File: config.mk
export PLATFORM = sky130hd
export DESIGN_NAME = hazard_ctrl
export DESIGN_NICKNAME = d
export VERILOG_FILES = /design/src/rtl/hazard_ctrl.sv
export SDC_FILE = /design/constraint.sdc
export NUM_CORES = 1
export LEC_CHECK = 0
export ABC_AREA = 1
export BUFFER_PORTS_ARGS = -buffer_cell sky130_fd_sc_hd__buf_4
export CORE_MARGIN = 2
export CORE_UTILIZATION = 50
export DETAILED_ROUTE_END_ITERATION = 10
export HOLD_SLACK_MARGIN = 0.15
export PLACE_DENSITY = 0.78
export SETUP_SLACK_MARGIN = 0.1
export SLEW_MARGIN = 0
export SYNTH_ARGS = -nofsm -noshare
export SYNTH_HDL_FRONTEND = slang
export SYNTH_SLANG_ARGS = --single-unit
export TNS_END_PERCENT = 50
File: constraint.sdc
create_clock -name clk_i -period 2.8 [get_ports clk_i]
set_input_delay 0 -clock clk_i [delete_from_list [all_inputs] [get_ports clk_i]]
set_output_delay 0 -clock clk_i [all_outputs]
set_load 0.02 [all_outputs]
File: src/rtl/hazard_ctrl.sv
// Pipeline hazard controller: memory freeze with timeout, load-use stall, taken-branch flush.
// Optional perf counters (StallCnt_o, FlushCnt_o) enabled by defining HAZARD_PERF_CNT_EN.
module hazard_ctrl #(
  parameter int unsigned TIMEOUT = 255
) (
  input  logic        clk_i,
  input  logic        rst_i,
  input  logic [4:0]  ID_rs1_i,
  input  logic [4:0]  ID_rs2_i,
  input  logic [4:0]  EX_rd_i,
  input  logic        EX_MemRead_i,
  input  logic        ID_BranchTaken_i,
  input  logic        MemReq_i,
  input  logic        MemAck_i,
  output logic        PCWrite_o,
  output logic        IFID_Stall_o,
  output logic        IFID_Flush_o,
  output logic        IDEX_Bubble_o,
  output logic        Freeze_o,
  output logic        MemTimeout_o
`ifdef HAZARD_PERF_CNT_EN
  ,
  output logic [31:0] StallCnt_o,
  output logic [31:0] FlushCnt_o
`endif
);

  typedef enum logic [1:0] {StRun, StMemWait, StError} state_e;

  // Timeout fires when the incremented count would reach TIMEOUT.
  localparam logic [7:0] TimeoutM1 = 8'(TIMEOUT - 1);

  state_e     state_q, state_d;
  logic [7:0] wait_q, wait_d;
  logic       timeout_q, timeout_d;
  logic       mem_freeze;
  logic       load_use;
  logic       timed_out;

  always_comb begin
    mem_freeze = ((state_q == StRun) && MemReq_i && !MemAck_i) ||
                 ((state_q == StMemWait) && !MemAck_i);
    load_use   = EX_MemRead_i && (EX_rd_i != 5'd0) &&
                 ((EX_rd_i == ID_rs1_i) || (EX_rd_i == ID_rs2_i));
    timed_out  = mem_freeze && (wait_q >= TimeoutM1);
  end

  // Output decode: freeze (or error) > load-use > branch flush.
  always_comb begin
    PCWrite_o     = 1'b1;
    IFID_Stall_o  = 1'b0;
    IFID_Flush_o  = 1'b0;
    IDEX_Bubble_o = 1'b0;
    Freeze_o      = 1'b0;
    if ((state_q == StError) || mem_freeze) begin
      PCWrite_o    = 1'b0;
      IFID_Stall_o = 1'b1;
      Freeze_o     = 1'b1;
    end else if (load_use) begin
      PCWrite_o     = 1'b0;
      IFID_Stall_o  = 1'b1;
      IDEX_Bubble_o = 1'b1;
    end else if (ID_BranchTaken_i) begin
      IFID_Flush_o = 1'b1;
    end
  end

  always_comb begin
    state_d   = state_q;
    timeout_d = timeout_q;
    if (Freeze_o) begin
      wait_d = (wait_q == 8'hFF) ? wait_q : wait_q + 8'd1;
    end else begin
      wait_d = 8'd0;
    end
    case (state_q)
      StRun: begin
        if (timed_out) begin
          state_d   = StError;
          timeout_d = 1'b1;
        end else if (mem_freeze) begin
          state_d = StMemWait;
        end
      end
      StMemWait: begin
        if (MemAck_i) begin
          state_d = StRun;
        end else if (timed_out) begin
          state_d   = StError;
          timeout_d = 1'b1;
        end
      end
      StError: state_d = StError;
      default: state_d = StRun;
    endcase
  end

  always_ff @(posedge clk_i) begin
    if (rst_i) begin
      state_q   <= StRun;
      wait_q    <= 8'd0;
      timeout_q <= 1'b0;
    end else begin
      state_q   <= state_d;
      wait_q    <= wait_d;
      timeout_q <= timeout_d;
    end
  end

  assign MemTimeout_o = timeout_q;

`ifdef HAZARD_PERF_CNT_EN
  logic [31:0] stall_cnt_q, flush_cnt_q;

  always_ff @(posedge clk_i) begin
    if (rst_i) begin
      stall_cnt_q <= 32'd0;
      flush_cnt_q <= 32'd0;
    end else begin
      if (!PCWrite_o)   stall_cnt_q <= stall_cnt_q + 32'd1;
      if (IFID_Flush_o) flush_cnt_q <= flush_cnt_q + 32'd1;
    end
  end

  assign StallCnt_o = stall_cnt_q;
  assign FlushCnt_o = flush_cnt_q;
`endif

endmodule

; Yosys cells after proc, flatten, opt, wreduce, memory -nomap -nowiden
; Cells that the tools add are included.
[totals]
out_inout_bits = 6
elab_cells = 47
input_bits = 21
reg_bits = 11
[classes]
reduce_logical = 16
mux = 17
addsub = 1
magnitude_cmp = 1
n_eq_ne = 8
bitwise_logic = 1
[ops]
columns = op, n
row1 = $mux 1, 11
row2 = $eq 5x5->1, 2
row3 = $add 8x1->8 const B, 1
row4 = $eq 8x8->1 const B, 1
row5 = $ge 8x8->1 const B, 1
row6 = $mux 2, 4
row7 = $logic_and 1x1->1, 6
row8 = $ne 3x3->1 const B, 2
row9 = $pmux 2 s3, 1
row10 = $reduce_bool 5->1, 1
row11 = $reduce_and 2->1, 2
row12 = $logic_or 1x1->1, 3
row13 = $eq 2x1->1 const B, 1
row14 = $eq 2x2->1 const B, 1
row15 = $logic_not 2->1, 1
row16 = $ne 2x2->1 const B, 1
row17 = $pmux 1 s2, 1
row18 = $reduce_bool 2->1, 1
row19 = $reduce_or 2->1, 1
row20 = $logic_not 1->1, 1
row21 = $not 1->1, 1

; Depth between registers and ports, before layout
; Gate-level depths: netlist of the first run.
[logic_depth]
word_depth = 8
depth_mapped = 9
depth_no_buf = 9

; Worst setup path after synthesis of the first run
; OpenSTA, ideal clock, no wires.
[synth_timing]
path_type = flip-flop to output port
startpoint = reg state_q[0]
endpoint = out IFID_Stall_o
path_slack_ps = 1550
arrival_ps = 1250
required_time_ps = 2800
path_stages_with_launch = 5
path_buffers = 0
cell_sequence = dfxtp_1 o21ai_2 nand2_4 a21oi_1 inv_1
[synth_via]
elab_chain_cells = 6
word_cells_on_any_way = 9
cone_classes = eq/ne: 2 / mux: 1 / reduce/logical: 6
[synth_rtl]
columns = element, line
row1 = start: declaration, 33  ; state_e state_q, state_d;
row2 = start signal: assignment, 100  ; state_q <= StRun;
row3 = start signal: assignment, 104  ; state_q <= state_d;
row4 = $logic_not 2->1, 41  ; mem_freeze = ((state_q == StRun) && MemReq_i && !MemAck_i) ||
row5 = $logic_and 1x1->1 (2 in series), 41
row6 = $logic_or 1x1->1, 41
row7 = $logic_or 1x1->1 *, 55  ; if ((state_q == StError) || mem_freeze) begin
row8 = $mux 1 *, 55
row9 = end: declaration, 16  ; output logic IFID_Stall_o,
; Every way passes the cells marked *; elsewhere a longest branch is shown, timed or not.

; Worst setup path after layout of the first run
[layout_timing]
startpoint = in MemReq_i
endpoint = out IFID_Stall_o
[layout_via]
elab_chain_cells = 5
[layout_rtl]
columns = element, line
row1 = start: declaration, 13  ; input logic MemReq_i,
row2 = $logic_and 1x1->1 (2 in series), 41
row3 = $logic_or 1x1->1, 41
row4 = $logic_or 1x1->1, 55
row5 = $mux 1, 55
; No other way between the ends.

==> results.cfg, run 1 <==
[global_routing]
antenna_found_initial = 0
grt_pass1_wl_um = 3330
grt_util_all_layers = 0.227
globalRoute.totalOverflow = 0
grt_max_degree = 10
grt_pass1_vias = 871

[layout]
multi_input_area_um2 = 454
nNetsFinal = 186
diodes = 0
drive_above_1_share = 0.259
seq_area_um2 = 220
layout_common_cells = nand2_1 (33), inv_1 (27), buf_4 (26), nor2_1 (13), dfxtp_1 (11)
mostFrequentLayoutCell = nand2_1
syn2layout_area_growth_pct = 34.5
fill_cells = 140

[clock_tree]
clock_sinks = 11
clk_latency_ns = 0.27
cts_tree = built
clock_tree.buffer_depth = 2
cts_hold_buf = 3
htreeDepth = 1
cts-root-buf = clkbuf_4
postCtsSetupBuffers = 0
cts_resized = 0
numCtsBuffers = 3

[timing]
fin_worst_skew_ns = 0.00842
whs_ns = 0.342
fmax_mhz = 730
fin_tns_setup_ns = 0
relSlewSlack = 0.858
min_period_ns = 1.37
hold_viol = 0
finalSetupViolCount = 0
worst_slew_pin_slew_ns = 0.213
finalMaxSlewViolations = 0
rsz0062_at_grt = false
finalCritPeriodShare = 0.489

[pwr]
power_density_nw_per_um2 = 345
peakVddDrop_v = 0.000244
p_total_uw = 365
p_leak_uw = 0.000599

[die]
die-width_um = 43.7
die_area_um2 = 1910
dieHeight_um = 43.7
coreArea_um2 = 1490
row_count = 14
start_util = 0.529
io_pins = 27

[place]
dpl.hpwl_um = 1430
finalWeightedCongestion = 0.853
io_buffers = 26

[setup_path]
critPathRequiredTime_ns = 2.80
criticalPathCategory = input port to output pin
cp_common_cell = buf_4
crit_family = buffers and inverters
cp_num_buf_inv = 4
reg2reg_depth = 8
r2r-start = wait_q[1]$_SDFFE_PP0P_
crit_chain = dlygate4sd3_1 -> buf_4 -> o21ai_2 -> nand2_4 -> a21oi_1 -> inv_1 -> buf_4
reg2reg_to = wait_q[6]$_SDFFE_PP0P_
cp_data_arrival_time_ns = 1.37
worst_setup_path_start_kind = input port
cp-end-kind = output pin
slowest_delay_ns = 0.54
slowest_stage = dlygate4sd3_1
r2r_slack_ns = 1.46
critPathMaxFanout = 5

[drt]
via_count = 834
routed_via_density = 4.69
ant_nets = 0
initialDrtViolationCount = 12
drc = 0
drt-total-wl_um = 1820
drtPass1Iterations = 4
wl_per_cell_um = 10.2

[run]
cap_violations = 0

[min_path]
hold_depth = 4
worst_hold_path_type = input port to output pin
worstHoldEndpoint = IFID_Flush_o
worstHoldStart = ID_BranchTaken_i

[yosys]
syn_avg_cell_area_um2 = 6.10
yosys_warnings = 0
syn-instance-count = 129
syn_area_um2 = 787
ys_types = 26
yosysSeqAreaShare = 0.280
synth-seq-cells = 11
syn_nets = 152

[run_status]
status = completed
-- per-layer routing --
layer  vias to the layer above  share of wire  global-route usage
met2                        21           0.45               0.382
li1                        459              -                   -
met4                         0              0              0.0364
met5                         -              0                   0
met3                         0          0.067              0.0667
met1                       354           0.48               0.292
-- worst max-delay path by stage --
stage | cells past startpoint | end | slack, ns | from
after floorplan | 4 | IFID_Stall_o | 1.55 | state_q[0]$_SDFFE_PP0P_
after global placement | 8 | wait_q[6]$_SDFFE_PP0P_ | 1.56 | wait_q[1]$_SDFFE_PP0P_
after detailed placement | 8 | wait_q[6]$_SDFFE_PP0P_ | 1.46 | wait_q[1]$_SDFFE_PP0P_
after CTS | 7 | IFID_Stall_o | 1.44 | MemReq_i
after global routing | 8 | wait_q[6]$_SDFFE_PP0P_ | 1.29 | wait_q[1]$_SDFFE_PP0P_
final | 7 | IFID_Stall_o | 1.43 | MemReq_i
-- area by class of cell --
| class | count | share of cell area |
|---|---|---|
| sequential | 11 | 0.208 |
| multi-input combinational | 88 | 0.429 |
| tap | 16 | 0.0189 |
| inverter | 30 | 0.106 |
| clock buffer | 4 | 0.0248 |
| timing repair buffer | 29 | 0.213 |
-- synth_stat cells --
master | count | area share
o21a_1 | 1 | 0.0095
o21ai_1 | 4 | 0.025
or2_2 | 1 | 0.0080
nand2_4 | 1 | 0.014
nor2_2 | 2 | 0.016
ha_1 | 2 | 0.032
o21ai_2 | 1 | 0.011
o21ai_0 | 3 | 0.019
xnor2_1 | 2 | 0.022
a31oi_1 | 2 | 0.016
nand3b_1 | 1 | 0.0095
nand3_1 | 4 | 0.025
nor3_1 | 4 | 0.025
nand2_1 | 33 | 0.16
nor3_4 | 1 | 0.021
a21oi_1 | 3 | 0.019
dfxtp_1 | 11 | 0.28
a211oi_1 | 1 | 0.0095
inv_2 | 3 | 0.014
nand4_1 | 2 | 0.016
xor2_1 | 1 | 0.011
nor2_1 | 13 | 0.062
nand2_2 | 4 | 0.032
and3_1 | 1 | 0.0080
inv_1 | 27 | 0.13
or2_0 | 1 | 0.0080
-- power by group --
part / switching, uW / leakage [uW] / internal (uW)
Sequential: 3.38 / 0.0000890 / 159
Clock: 53.3 / 0.0000150 / 55.2
Combinational: 47.6 / 0.000495 / 46.0
Total: 104 / 0.000599 / 260
-- sequential cells by signal (all words and copies together), names as in the netlist --
signal	cells
wait_q	8
state_q	2
MemTimeout_o	1
-- worst register-to-register path, delay by kind of cell, from the launching register on --
family	cells	cell delay (ns)
flops	1	0.42
compound gates	2	0.24
buf+inv	3	0.21
simple gates	2	0.20
fa+ha+maj	1	0.18
-- cell families after synthesis --
| family | share of synthesized area |
|---|---|
| simple gates | 0.402 |
| buf+inv | 0.143 |
| xor+xnor | 0.0334 |
| fa+ha+maj | 0.0318 |
| flops | 0.280 |
| compound gates | 0.110 |
-- per-stage QoR --
stage               area (um2)   util  setup slack [ns]  cells
floorplan                  787      -              1.55    129
global route              1060  0.711              1.29    178
finish                    1060  0.711              1.43    178
global placement          1000  0.673              1.56    171
detailed placement        1000  0.673              1.46    171
CTS                       1060  0.711              1.44    178
Note: power is estimated with default switching activity, not from simulation.
==> run 2, diff against run 1 <==
CORE_UTILIZATION = 48   (was 50)
PLACE_DENSITY = 0.75   (was 0.78)
clock period = 1.4 ns   (was 2.8 ns; I/O delays follow)
==> results.cfg, run 2 (synthesized netlist as in run 1, its figures left out) <==
[global_routing]
grt_max_degree = 10
antenna_found_initial = 0
grt_pass1_vias = 791
grt_pass1_wl_um = 3220
globalRoute.totalOverflow = 0
grt_util_all_layers = 0.214

[clock_tree]
path_clk_slew_ns = 0.07
clock_tree.buffer_depth = 2
clock_sinks = 11
htreeDepth = 1
clk_latency_ns = 0.27
numCtsBuffers = 3
cts-root-buf = clkbuf_4
cts_tree = built

[die]
coreArea_um2 = 1520
io_pins = 27
row_count = 14
die-width_um = 44.5
die_area_um2 = 1980
dieHeight_um = 44.5
start_util = 0.516

[layout]
fill_cells = 145
post-route-util = 0.704
nNetsFinal = 186
multi_input_area_um2 = 462
diodes = 0
layout_common_cells = nand2_1 (33), buf_4 (27), inv_1 (26), nor2_1 (13), dfxtp_1 (7)
syn2layout_area_growth_pct = 36.4
drive_above_1_share = 0.309
mostFrequentLayoutCell = nand2_1
regMostFlops = wait_q
seq_area_um2 = 230
largest_register_ffs = 8
fin_cells = 178

[run_status]
status = completed

[timing]
rsz0062_at_grt = true
worst_slew_pin_slew_ns = 0.207
hold_viol = 0
relSlewSlack = 0.861
min_period_ns = 1.24
fin_tns_setup_ns = 0
finalCritPeriodShare = 0.887
fmax_mhz = 806
worst_slack_ns = 0.159
fin_worst_skew_ns = 0.00512
finalMaxSlewViolations = 0
finalSetupViolCount = 0

[place]
dp_slack_ns = 0.0822
place_inst = 171
dpl.hpwl_um = 1390
io_buffers = 26
finalWeightedCongestion = 0.833

[setup_path]
criticalPathCategory = register to output pin
r2r_slack_ns = 0.17
worst_setup_path_start_kind = register
critPathRequiredTime_ns = 1.40
reg2reg_depth = 5
r2r-start = wait_q[4]$_SDFFE_PP0P_
reg2reg_to = wait_q[1]$_SDFFE_PP0P_
cp_data_arrival_time_ns = 1.24
critPathMaxFanout = 5
cp-end-kind = output pin

[min_path]
worstHoldEndpoint = state_q[1]$_SDFFE_PP0P_
worstHoldStart = MemReq_i
worst_hold_path_type = input port to register
hold_depth = 5

[pwr]
power_density_nw_per_um2 = 682
p_leak_uw = 0.000603
peakVddDrop_v = 0.000573

[drt]
drc = 0
drtPass1Iterations = 5
wl_per_cell_um = 10.1
drt-total-wl_um = 1800
ant_nets = 0
initialDrtViolationCount = 19
routed_via_density = 4.72
via_count = 841

[run]
cap_violations = 0
==> run 2: cell count changes in the layout (fill, tap and decap cells not counted), sizes merged <==
| cell | change |
|---|---|
| buf | +1 |
| dlygate4sd3 | -1 |
==> run 2: worst max-delay path by stage <==
stage / start / end / cells past startpoint / slack, ns
CTS: wait_q[0]$_SDFFE_PP0P_ / wait_q[6]$_SDFFE_PP0P_ / 8 / 0.07
floorplan: state_q[0]$_SDFFE_PP0P_ / IFID_Stall_o / 4 / 0.15
global route: wait_q[0]$_SDFFE_PP0P_ / wait_q[3]$_SDFFE_PP0P_ / 7 / 0.06
finish: state_q[0]$_SDFFE_PP0P_ / IFID_Stall_o / 5 / 0.16
global placement: wait_q[1]$_SDFFE_PP0P_ / wait_q[6]$_SDFFE_PP0P_ / 8 / 0.16
detailed placement: wait_q[1]$_SDFFE_PP0P_ / wait_q[6]$_SDFFE_PP0P_ / 8 / 0.08
==> run 2: metrics by stage <==
step | total power (uW) | hold WS [ns] | area [um2]
after global placement | 507 | 0.282 | 1000
after detailed placement | 512 | 0.279 | 1000
after CTS | 742 | 0.200 | 1060
final | 732 | 0.216 | 1070
after floorplan | 426 | 0.129 | 787
after global routing | 775 | 0.270 | 1070
==> run 2: layer usage <==
metal  share of wire  routed length (um)  track usage  vias up
li1                -                   -            -      462
met1            0.47                 853        0.277      349
met2            0.45                 816        0.365       26
met3           0.068                 122       0.0612        4
met4          0.0033                   6       0.0182        0
met5               0                   0            0        -
==> run 2: power by group <==
group          total (uW)  internal (uW)  leakage, uW  switching, uW
Sequential            324            318    0.0000913           6.67
Clock                 219            110    0.0000150            109
Combinational         189           93.2     0.000497           95.8
Total                 732            521     0.000603            211
==> run 2: repair_timing <==
action,in CTS,in global routing
gates resized for setup,1,8
pin swaps,1,1
setup endpoints to repair,3,8
cloned,0,0
buffers inserted,1,0
hold buffers,2,0
hold endpoints to repair,6,0
==> run 2: final cells by class <==
cell class | instances | area share
Sequential cell | 11 | 0.214
Multi-Input combinational cell | 88 | 0.430
Inverter | 30 | 0.105
Clock buffer | 4 | 0.0245
Timing Repair Buffer | 29 | 0.207
Tap cell | 16 | 0.0186
==> run 2: critical path, cell delays in order (launching register included) <==
cell	delay, ns
dfxtp_2	0.33
o21ai_2	0.19
nand2_4	0.10
a21oi_2	0.14
inv_1	0.05
buf_4	0.15
==> run 3, diff against run 2 <==
GPL_TIMING_DRIVEN = 0   (was not set)
PLACE_DENSITY = 0.77   (was 0.75)
==> results.cfg, run 3 (synthesized netlist as in run 1, its figures left out) <==
[run_status]
status = completed

[timing]
fin_tns_setup_ns = 0
finalMaxSlewViolations = 0
rsz0062_at_grt = false
fin_worst_skew_ns = 0.00937
finalCritPeriodShare = 0.891
min_period_ns = 1.25
hold_viol = 0
worst_slew_pin_slew_ns = 0.212
fmax_mhz = 801
relSlewSlack = 0.858
finalSetupViolCount = 0

[layout]
nNetsFinal = 185
regMostFlops = wait_q
drive_above_1_share = 0.317
diodes = 0
syn2layout_area_growth_pct = 38.5
seq_area_um2 = 230
mostFrequentLayoutCell = nand2_1
layout_common_cells = nand2_1 (33), buf_4 (25), inv_1 (24), nor2_1 (13), dfxtp_1 (7)
fill_cells = 141
fin_cells = 177
post-route-util = 0.715
multi_input_area_um2 = 482
largest_register_ffs = 8

[pwr]
pwr-share-clk = 0.298
swShare = 0.295
seqPwrFrac = 0.436
peakVddDrop_v = 0.000616
power_density_nw_per_um2 = 684
internal_power_uw = 525
p_switching_uw = 220
p_leak_uw = 0.000601
share_comb_of_total_power = 0.266

[clock_tree]
cts_hold_buf = 2
clock_sinks = 11
cts_tree = built
path_clk_slew_ns = 0.07
cts-root-buf = clkbuf_4
clk_latency_ns = 0.28
htreeDepth = 1
numCtsBuffers = 3
clock_tree.buffer_depth = 2

[die]
dieHeight_um = 44.5
start_util = 0.516
die_area_um2 = 1980
coreArea_um2 = 1520
row_count = 14
die-width_um = 44.5
io_pins = 27

[setup_path]
worst_setup_path_start_kind = register
cp-end-kind = output pin
reg2reg_depth = 7
critPathRequiredTime_ns = 1.40
reg2reg_to = wait_q[3]$_SDFFE_PP0P_
r2r_slack_ns = 0.21
cp_data_arrival_time_ns = 1.25
criticalPathCategory = register to output pin
critPathMaxFanout = 5
r2r-start = wait_q[0]$_SDFFE_PP0P_

[global_routing]
grt_pass1_wl_um = 2930
globalRoute.totalOverflow = 0
antenna_found_initial = 0
grt_max_degree = 10
grt_util_all_layers = 0.201
grt_pass1_vias = 749

[run]
cap_violations = 0

[min_path]
worst_hold_path_type = input port to register
worstHoldEndpoint = state_q[0]$_SDFFE_PP0P_
hold_depth = 4
worstHoldStart = MemReq_i

[place]
finalWeightedCongestion = 0.880
dpl.hpwl_um = 1420
place_inst = 171
io_buffers = 26

[drt]
ant_nets = 0
initialDrtViolationCount = 11
routed_via_density = 4.82
wl_per_cell_um = 10.1
drt-total-wl_um = 1800
drtPass1Iterations = 4
drc = 0
via_count = 854
-- run 3: worst max-delay path, cell delays in order (launching register included) --
cell	delay [ns]
dfxtp_2	0.35
o21ai_4	0.19
nand2_4	0.11
a21oi_4	0.15
inv_2	0.05
buf_6	0.12
-- run 3: how the worst max path moves through the flow --
stage,from,to,slack [ns],cells past startpoint
global placement,wait_q[1]$_SDFFE_PP0P_,wait_q[6]$_SDFFE_PP0P_,0.1,8
floorplan,state_q[0]$_SDFFE_PP0P_,IFID_Stall_o,0.15,4
detailed placement,wait_q[1]$_SDFFE_PP0P_,wait_q[6]$_SDFFE_PP0P_,0.11,8
CTS,wait_q[1]$_SDFFE_PP0P_,wait_q[6]$_SDFFE_PP0P_,0.09,8
finish,state_q[0]$_SDFFE_PP0P_,IFID_Stall_o,0.15,5
global route,state_q[0]$_SDFFE_PP0P_,IFID_Stall_o,0.10,5
-- run 3: per-layer routing --
layer | global-route usage | vias to the layer above | share of wire
li1 | - | 462 | -
met1 | 0.225 | 370 | 0.43
met2 | 0.362 | 20 | 0.50
met3 | 0.0735 | 2 | 0.058
met4 | 0.0364 | 0 | 0.0061
met5 | 0 | - | 0
-- run 3: stage by stage --
| step | hold WS, ns | total power, uW | instance area (um2) | worst slack, ns |
|---|---|---|---|---|
| floorplan | 0.129 | 426 | 787 | 0.150 |
| global placement | 0.281 | 507 | 1000 | 0.0989 |
| detailed placement | 0.283 | 513 | 1000 | 0.106 |
| CTS | 0.107 | 743 | 1050 | 0.0904 |
| global route | 0.119 | 792 | 1090 | 0.100 |
| finish | 0.0858 | 745 | 1090 | 0.152 |
-- run 3: timing repair --
action | 4_1_cts | 5_1_grt
gates resized for setup | 1 | 14
hold endpoints to repair | 6 | 1
setup endpoints to repair | 3 | 10
pin swaps | 1 | 4
setup buffers | 0 | 0
-- run 3: area by class of cell --
cell class                      instances  area share
Multi-Input combinational cell         88       0.442
Sequential cell                        11       0.211
Timing Repair Buffer                   28       0.201
Inverter                               30       0.103
Clock buffer                            4      0.0241
Tap cell                               16      0.0184
-- run 3: power groups by stage --
stage                     Sequential (uW)  Clock (uW)  Combinational (uW)
after detailed placement              333           0                 180
after global routing                  326         245                 221
after floorplan                       332           0                94.0
final                                 325         222                 198
after global placement                333           0                 175
after CTS                             325         231                 187
